<file path="config.mk">
export PLATFORM = sky130hd
export DESIGN_NAME = control_sequencer
export DESIGN_NICKNAME = d
export VERILOG_FILES = /design/src/rtl/cpu_pkg.sv /design/src/rtl/sequence_counter.sv /design/src/rtl/control_sequencer.sv
export SDC_FILE = /design/constraint.sdc
export NUM_CORES = 1
export LEC_CHECK = 0
export CORE_UTILIZATION = 39
export DETAILED_ROUTE_END_ITERATION = 6
export HOLD_SLACK_MARGIN = 0.1
export PLACE_DENSITY = 0.86
export SYNTH_ARGS = -nofsm -noshare
export SYNTH_HDL_FRONTEND = slang
export SYNTH_SLANG_ARGS = --single-unit
</file>
<file path="constraint.sdc">
create_clock -name clk -period 1.6 [get_ports clk]
set_input_delay 0.16 -clock clk [delete_from_list [all_inputs] [get_ports clk]]
set_output_delay 0.16 -clock clk [all_outputs]
set_load 0.1 [all_outputs]
</file>
<file path="src/rtl/cpu_pkg.sv">
// ---------------------------------------------------------------------------
// cpu_pkg
// Shared constants for the 16-bit accumulator CPU. It holds the bus-mux
// selector codes (shared with the bus mux), the ALU operation codes, the
// memory-reference opcodes, the instruction-field positions and the
// controller state type.
// No ports: this file is a package only.
// ---------------------------------------------------------------------------
package cpu_pkg;

  localparam int BITS      = 16;
  localparam int ADDR_BITS = 12;

  // Bus-mux selector codes
  localparam logic [2:0] SEL_NONE = 3'd0;
  localparam logic [2:0] SEL_AR   = 3'd1;
  localparam logic [2:0] SEL_PC   = 3'd2;
  localparam logic [2:0] SEL_DR   = 3'd3;
  localparam logic [2:0] SEL_AC   = 3'd4;
  localparam logic [2:0] SEL_IR   = 3'd5;
  localparam logic [2:0] SEL_TR   = 3'd6;
  localparam logic [2:0] SEL_MEM  = 3'd7;

  // ALU operation codes. These are only meaningful while ac_ld is high.
  localparam logic [1:0] ALU_NONE = 2'd0;
  localparam logic [1:0] ALU_AND  = 2'd1;
  localparam logic [1:0] ALU_ADD  = 2'd2;
  localparam logic [1:0] ALU_PASS = 2'd3;

  // Opcodes, taken from ir[14:12]
  localparam logic [2:0] OP_AND = 3'd0;
  localparam logic [2:0] OP_ADD = 3'd1;
  localparam logic [2:0] OP_LDA = 3'd2;
  localparam logic [2:0] OP_STA = 3'd3;
  localparam logic [2:0] OP_BUN = 3'd4;
  localparam logic [2:0] OP_BSA = 3'd5;
  localparam logic [2:0] OP_ISZ = 3'd6;
  localparam logic [2:0] OP_RIO = 3'd7;  // register-reference / I/O

  // Instruction field positions
  localparam int HLT_BIT = 0;
  localparam int I_BIT   = 15;

  // Highest legal sequence count (T6)
  localparam logic [3:0] SC_MAX = 4'd6;

  typedef enum logic {
    ST_HALT = 1'b0,
    ST_RUN  = 1'b1
  } state_t;

endpackage

</file>
<file path="src/rtl/sequence_counter.sv">
// ---------------------------------------------------------------------------
// sequence_counter
// This is the 4-bit timing counter (T0..T15) of the control unit. A clear
// has priority over an increment. The counter holds its value when neither
// strobe is set.
// Ports:
//   clk    in   rising-edge clock
//   rst_n  in   asynchronous active-low reset (count -> 0)
//   i_clr  in   synchronous clear
//   i_inc  in   synchronous increment
//   o_sc   out  current count
// ---------------------------------------------------------------------------
module sequence_counter (
  input  logic       clk,
  input  logic       rst_n,
  input  logic       i_clr,
  input  logic       i_inc,
  output logic [3:0] o_sc
);

  logic [3:0] r_sc;

  always_ff @(posedge clk or negedge rst_n) begin
    if (!rst_n) begin
      r_sc <= 4'd0;
    end else if (i_clr) begin
      r_sc <= 4'd0;
    end else if (i_inc) begin
      r_sc <= r_sc + 4'd1;
    end
  end

  assign o_sc = r_sc;

endmodule

</file>
<file path="src/rtl/control_sequencer.sv">
// ---------------------------------------------------------------------------
// control_sequencer
// This is the hardwired control unit for the 16-bit accumulator CPU. It steps
// through fetch (T0-T2), decode/indirect (T3) and execute (T4-T6). It drives
// the bus-mux selector and the datapath strobes. Every output is a
// combinational decode of the registered state, sequence count and latched
// instruction fields. The only exception is that dr_zero gates pc_inc at T6.
// An asynchronous reset therefore drops every strobe at once.
// Ports:
//   clk, rst_n        clock, asynchronous active-low reset
//   start             level; leaves HALT and begins a fetch
//   ir                instruction register (I, opcode, HLT bit)
//   dr_zero           DR == 0 from the datapath (sampled only at T6)
//   bus_sel           bus-mux selector
//   ar_ld ... mem_wr  datapath strobes, applied at the next rising edge
//   alu_op            ALU operation, qualified by ac_ld
//   rr_exec           register-reference execute strobe
//   sc                current sequence count
//   halted            controller is in HALT
// ---------------------------------------------------------------------------
module control_sequencer
  import cpu_pkg::*;
#(
  parameter int Bits = 16
) (
  input  logic            clk,
  input  logic            rst_n,
  input  logic            start,
  input  logic [Bits-1:0] ir,
  input  logic            dr_zero,
  output logic [2:0]      bus_sel,
  output logic            ar_ld,
  output logic            ar_inc,
  output logic            pc_ld,
  output logic            pc_inc,
  output logic            dr_ld,
  output logic            dr_inc,
  output logic            ir_ld,
  output logic            ac_ld,
  output logic            mem_wr,
  output logic [1:0]      alu_op,
  output logic            rr_exec,
  output logic [3:0]      sc,
  output logic            halted
);

  state_t     r_state;
  logic       r_ind;     // latched I bit
  logic [2:0] r_op;      // latched opcode
  logic       r_hlt;     // latched HLT bit, so later ir changes are ignored

  logic [3:0] w_sc;
  logic       w_sc_clr;
  logic       w_sc_inc;
  logic       w_go_halt;
  logic       w_latch;

  // The address field and the unused register-reference bits do not
  // take part in sequencing.
  logic w_unused_ir_bits;
  assign w_unused_ir_bits = ^ir[Bits-5:HLT_BIT+1];

  sequence_counter u_sc (
    .clk   (clk),
    .rst_n (rst_n),
    .i_clr (w_sc_clr),
    .i_inc (w_sc_inc),
    .o_sc  (w_sc)
  );

  // The HALT/RUN flop and the instruction fields latched at the end of T2.
  always_ff @(posedge clk or negedge rst_n) begin
    if (!rst_n) begin
      r_state <= ST_HALT;
      r_ind   <= 1'b0;
      r_op    <= OP_AND;
      r_hlt   <= 1'b0;
    end else begin
      case (r_state)
        ST_HALT: if (start)     r_state <= ST_RUN;
        ST_RUN:  if (w_go_halt) r_state <= ST_HALT;
        default:                r_state <= ST_HALT;
      endcase
      if (w_latch) begin
        r_ind <= ir[Bits-1];
        r_op  <= ir[Bits-2:Bits-4];
        r_hlt <= ir[HLT_BIT];
      end
    end
  end

  // Decode of (state, sc, latched I/opcode) into strobes and sequencing.
  always_comb begin
    bus_sel   = SEL_NONE;
    ar_ld     = 1'b0;
    ar_inc    = 1'b0;
    pc_ld     = 1'b0;
    pc_inc    = 1'b0;
    dr_ld     = 1'b0;
    dr_inc    = 1'b0;
    ir_ld     = 1'b0;
    ac_ld     = 1'b0;
    mem_wr    = 1'b0;
    alu_op    = ALU_NONE;
    rr_exec   = 1'b0;
    w_sc_clr  = 1'b0;
    w_sc_inc  = 1'b0;
    w_go_halt = 1'b0;
    w_latch   = 1'b0;

    if (r_state != ST_RUN) begin
      // Keep the count at 0 so that a restart always begins at T0.
      w_sc_clr = 1'b1;
    end else begin
      case (w_sc)
        4'd0: begin
          bus_sel  = SEL_PC;
          ar_ld    = 1'b1;
          w_sc_inc = 1'b1;
        end
        4'd1: begin
          bus_sel  = SEL_MEM;
          ir_ld    = 1'b1;
          pc_inc   = 1'b1;
          w_sc_inc = 1'b1;
        end
        4'd2: begin
          bus_sel  = SEL_IR;
          ar_ld    = 1'b1;
          w_latch  = 1'b1;
          w_sc_inc = 1'b1;
        end
        4'd3: begin
          if (r_op == OP_RIO) begin
            w_sc_clr = 1'b1;
            if (!r_ind) begin
              rr_exec   = 1'b1;
              w_go_halt = r_hlt;
            end
          end else begin
            if (r_ind) begin
              bus_sel = SEL_MEM;
              ar_ld   = 1'b1;
            end
            w_sc_inc = 1'b1;
          end
        end
        4'd4: begin
          case (r_op)
            OP_AND, OP_ADD, OP_LDA, OP_ISZ: begin
              bus_sel  = SEL_MEM;
              dr_ld    = 1'b1;
              w_sc_inc = 1'b1;
            end
            OP_STA: begin
              bus_sel  = SEL_AC;
              mem_wr   = 1'b1;
              w_sc_clr = 1'b1;
            end
            OP_BUN: begin
              bus_sel  = SEL_AR;
              pc_ld    = 1'b1;
              w_sc_clr = 1'b1;
            end
            OP_BSA: begin
              bus_sel  = SEL_PC;
              mem_wr   = 1'b1;
              ar_inc   = 1'b1;
              w_sc_inc = 1'b1;
            end
            default: begin
              w_sc_clr  = 1'b1;
              w_go_halt = 1'b1;
            end
          endcase
        end
        4'd5: begin
          case (r_op)
            OP_AND: begin
              ac_ld    = 1'b1;
              alu_op   = ALU_AND;
              w_sc_clr = 1'b1;
            end
            OP_ADD: begin
              ac_ld    = 1'b1;
              alu_op   = ALU_ADD;
              w_sc_clr = 1'b1;
            end
            OP_LDA: begin
              ac_ld    = 1'b1;
              alu_op   = ALU_PASS;
              w_sc_clr = 1'b1;
            end
            OP_BSA: begin
              bus_sel  = SEL_AR;
              pc_ld    = 1'b1;
              w_sc_clr = 1'b1;
            end
            OP_ISZ: begin
              dr_inc   = 1'b1;
              w_sc_inc = 1'b1;
            end
            default: begin
              w_sc_clr  = 1'b1;
              w_go_halt = 1'b1;
            end
          endcase
        end
        SC_MAX: begin
          if (r_op == OP_ISZ) begin
            bus_sel  = SEL_DR;
            mem_wr   = 1'b1;
            pc_inc   = dr_zero;  // skip the next instruction when DR wrapped to 0
            w_sc_clr = 1'b1;
          end else begin
            w_sc_clr  = 1'b1;
            w_go_halt = 1'b1;
          end
        end
        default: begin
          // Counts 7-15 cannot be reached. Recover to HALT with every output held at 0.
          w_sc_clr  = 1'b1;
          w_go_halt = 1'b1;
        end
      endcase
    end
  end

  assign sc     = w_sc;
  assign halted = (r_state == ST_HALT);

endmodule

</file>
==> run metrics, run 1 <==
Post-Syn Nets=142; Area contributors post-synth=dfrtp_1 (24%), ha_1 (9.8%), nand2_1 (5.1%), mux2_1 (3.3%), inv_1 (2.6%); worst endpoint type=primary output; cts bufs inserted=3; flops & latches, synth=10; H-tree levels=1; Root Buffer=clkbuf_4; RD Place Congestion=0.957; Post-synth EDFFs=0; PortBufs=28; share of Yosys cell area claimed by the top area cell type=24.4%; DP HPWL=3.18 mm; row count=18; clock buffer depth=2; failing step=5_1_grt; Avg Inst Size Synth=9.00 um^2; post-synth top area cell=dfrtp_1; main flop type after synthesis=dfrtp_1; Netlist cell types=48; async set-reset flop share out of synthesis=100%; Seq/Total Area, Yosys=24.4%; Synth Instances=114; Die H=53.3 um; Yosys warning total=0; Run Error=[ERROR DPL-0038] Utilization greater than 100%, impossible to legalize; largest net degree at the start of global routing=11; clk sink count=10; status=stopped before the end; initial core utilization=41.4%; Post-CTS Hold Fix Bufs=0; synthesized area=1030 um^2; post-GRT worst EP=bus_sel[1]; Die W=53.3 um; IO Count=40
## cells in the mapped netlist, types with 2 or more instances
library cell / number
and3_1: 3
nor3_1: 4
nand2_1: 14
nor2_1: 4
o21a_1: 2
ha_1: 8
mux2i_1: 2
mux2_1: 3
nand4_1: 4
o31ai_1: 2
dfrtp_1: 10
a32o_1: 2
a21oi_1: 5
a21boi_0: 2
o21ai_0: 5
inv_1: 7
a31oi_1: 3
o21bai_1: 2
buf_2: 3
## stage by stage
stage	hold WS (ns)	instance area [um^2]	setup WS, ns	cells
2_1_floorplan	-0.136	1280	-0.650	114
4_1_cts	0.217	2370	-0.474	225
3_3_place_gp	0.462	2060	-0.231	209
3_5_place_dp	0.467	2060	-0.317	209
## logic make-up after synthesis
group	Yosys count	share of synthesized area, %
adders and majority gates	8	9.76
AOI/OAI and AO/OA	36	29.4
DFF	10	24.4
buffers and inverters	12	5.49
and+or+nand+nor	43	25.7
muxes	5	5.24
## repair_timing
item,in CTS
gates cloned,0
buffers inserted,13
endpoints found under the setup margin,23
pin swaps,21
resized for setup,44
==> inputs of run 2 (changes only) <==
Settings changed: CORE_AREA from default to 2 2 63 65, CORE_UTILIZATION 39 to default, DIE_AREA from default to 0 0 65 67, HOLD_SLACK_MARGIN 0.1 to default, PLACE_DENSITY 0.86 to default, PLACE_DENSITY_LB_ADDON from default to 0.15.
Clock period 1.6 ns to 2.1 ns, I/O delays scaled along.
==> run metrics, run 2 <==
status=finished, violations left; failing checks=setup timing; grt met3 use=1.35%; proportion of layout cells with a drive suffix above 1=57.6%; GRT Overall Usage=15.7%; most frequent cell after synthesis=nand2_1; Die Footprint=4360 um^2; IO Count=40 (unchanged); worst-path fanout max=5; Tmin final=2.10 ns; CP arrival=1.89 ns; row count=22 (+4); Crit. End Element=primary output; Hold WS=0.292 ns; fmax=475 MHz; leading cell type in the layout, fill and taps excluded=buf_4; Routed WL=3.22 mm; via count=1,110; Netlist cell types=48 (unchanged); Post-Syn Nets=142 (unchanged); Fin. Hold Viols=0; Worst-Skew Late Latency=0.23 ns; CTS tree=done; final design utilization=54.4%; Seq/Total Area, Yosys=24.4% (unchanged); power per cell area=1580 nW/um^2; M1 GR Usage=19.8%; ANT cells=0; Final ANT Viol Nets=0; post-route design area=1960 um^2; Setup crit start=u_sc.o_sc[0]; cts bufs inserted=3 (unchanged); RD Place Congestion=0.826 (-14%); Synth Instances=114 (unchanged); final non-filler cell total=213; Yosys warning total=0 (unchanged); most frequent cells in the layout=buf_4 (27), buf_12 (15), nand2_1 (12); drt drc=0; # Max-Cap Violations=0; post-synth top area cell=dfrtp_1; Avg Inst Size Synth=9.00 um^2 (unchanged); setup violators final=1; initial core utilization=28.5% (-13 points); met2 Use GR=27.6%; r2r startpoint=u_sc.o_sc[1]; Post-DP Area=1760 um^2 (-14%); Pint=0.00138 W; DP HPWL=2.50 mm (-21%); Nets=194; flops & latches, synth=10 (unchanged); filler instances=321; Routed WL per cell=15.1 um; Sequential Power Share=13.6%; placed cell count=196 (-6.2%); initial DRC count=35; async set-reset flop share out of synthesis=100% (unchanged); Root Buffer=clkbuf_8; Critical R2R Capture=u_sc.o_sc[2]; Clk pwr share=7.5%; reg-to-reg slack, setup=0.13 ns; clock buffer depth=2 (unchanged); antenna violations before repair=0; synthesized area=1030 um^2 (unchanged); GR peak layer=met2; Die H=67 um (+26%); Max VDD drop=0.804 mV; Leakage=0.768 nW; core footprint=3610 um^2; WP data required=1.89 ns; setup tns final=-0.00398 ns; Final WS setup=-0.00398 ns; PortBufs=28 (unchanged); Final period util=100%; Tightest Pin Transition=0.461 ns; Slew Viols, Final=0; Post-synth top cells=nand2_1 (14), dfrtp_1 (10), ha_1 (8); H-tree levels=1 (unchanged); unrepaired setup endpoints after global routing=true; first-pass GRT wire length=5.32 mm; via density per instance=5.21; CP Class=reg2out; Reg clk slew, reported paths=0.04 ns; Area contributors post-synth=dfrtp_1 (24%), ha_1 (9.8%), nand2_1 (5.1%), mux2_1 (3.3%), inv_1 (2.6%); Die W=65 um (+22%); clk sink count=10 (unchanged); Sw Ratio=55.2%; grt ovf=0; share of Yosys cell area claimed by the top area cell type=24.4% (unchanged); Gate power share=78.9%; skew final=0.000948 ns; Startpoint Class=register; Pre-antenna DRT Iters=2; slew margin rel.=68.8%; Post-synth EDFFs=0 (unchanged); largest net degree at the start of global routing=13; main flop type after synthesis=dfrtp_1; area delta synth->final=91.1%; switching power=0.00170 W; R2R cell count=7; max reg flops=4; hold crit path type=in2async; vias in the first global route=1,094
[run 2: cell counts after synthesis]
Identical to the previous run, type by type.
[run 2: logic make-up (layout without fill, tap and decap cells)]
kind of cell,Yosys count,after routing,share of synthesized area [%]
adder cells (fa/ha/maj),8,8,9.76
buffers and inverters,12,63,5.49
multiplexers,5,5,5.24
flip-flops,10,10,24.4
AND/OR/NAND/NOR,43,43,25.7
AO/OA/AOI/OAI,36,36,29.4
[run 2: what timing repair did]
action                                  CTS  global route
setup buffers                             8             5
hold buffers                              0             0
gates resized for setup                   6             7
endpoints found under the setup margin    7             7
pin swaps                                 3             7
[run 2: worst max-delay path by stage]
stage	to	cells after the start	slack, ns
2_1_floorplan	bus_sel[0]	7	-0.19
3_5_place_dp	ac_ld	7	0.19
6_report	bus_sel[0]	7	-0.004
5_1_grt	bus_sel[0]	7	-0.05
4_1_cts	bus_sel[0]	7	0.002
3_3_place_gp	bus_sel[0]	7	0.21
[run 2: critical path, cell delays in order, from the launching register on]
cell,delay (ns)
dfrtp_4,0.50
buf_6,0.15
ha_4,0.17
and3b_2,0.24
a22o_1,0.21
nand2_2,0.12
a31oi_4,0.11
buf_12,0.17
[run 2: routing by layer]
| layer | vias to the layer above | routed length (um) | part of all wire, % |
|---|---|---|---|
| met1 | 546 | 1420 | 44 |
| met3 | 5 | 84 | 2.6 |
| li1 | 533 | - | - |
| met5 | - | 0 | 0 |
| met2 | 26 | 1680 | 52 |
| met4 | 0 | 34 | 1.1 |
[run 2: metrics by stage]
| step | worst slack (ns) | total power [W] |
|---|---|---|
| after floorplan | -0.187 | 0.00205 |
| after global placement | 0.207 | 0.00265 |
| after detailed placement | 0.185 | 0.00269 |
| after CTS | 0.00191 | 0.00302 |
| after global routing | -0.0540 | 0.00327 |
| final | -0.00398 | 0.00309 |
[run 2: area by class of cell]
class | count | area [um^2] | share of cell area [%]
tap | 48 | 60.1 | 3.06
timing repair buffer | 51 | 594 | 30.3
inverter | 8 | 37.5 | 1.91
clock buffer | 4 | 55.1 | 2.81
multi-input combinational | 92 | 952 | 48.6
sequential | 10 | 262 | 13.3
[run 2: power groups by stage]
| stage | sequential, W | clock [W] | combinational, W |
|---|---|---|---|
| global route | 0.000441 | 0.000256 | 0.00258 |
| floorplan | 0.000518 | 0 | 0.00153 |
| finish | 0.000421 | 0.000231 | 0.00244 |
| detailed placement | 0.000407 | 0 | 0.00228 |
| CTS | 0.000412 | 0.000240 | 0.00236 |
| global placement | 0.000402 | 0 | 0.00225 |
No activity file was read; power rests on OpenSTA's default activity.
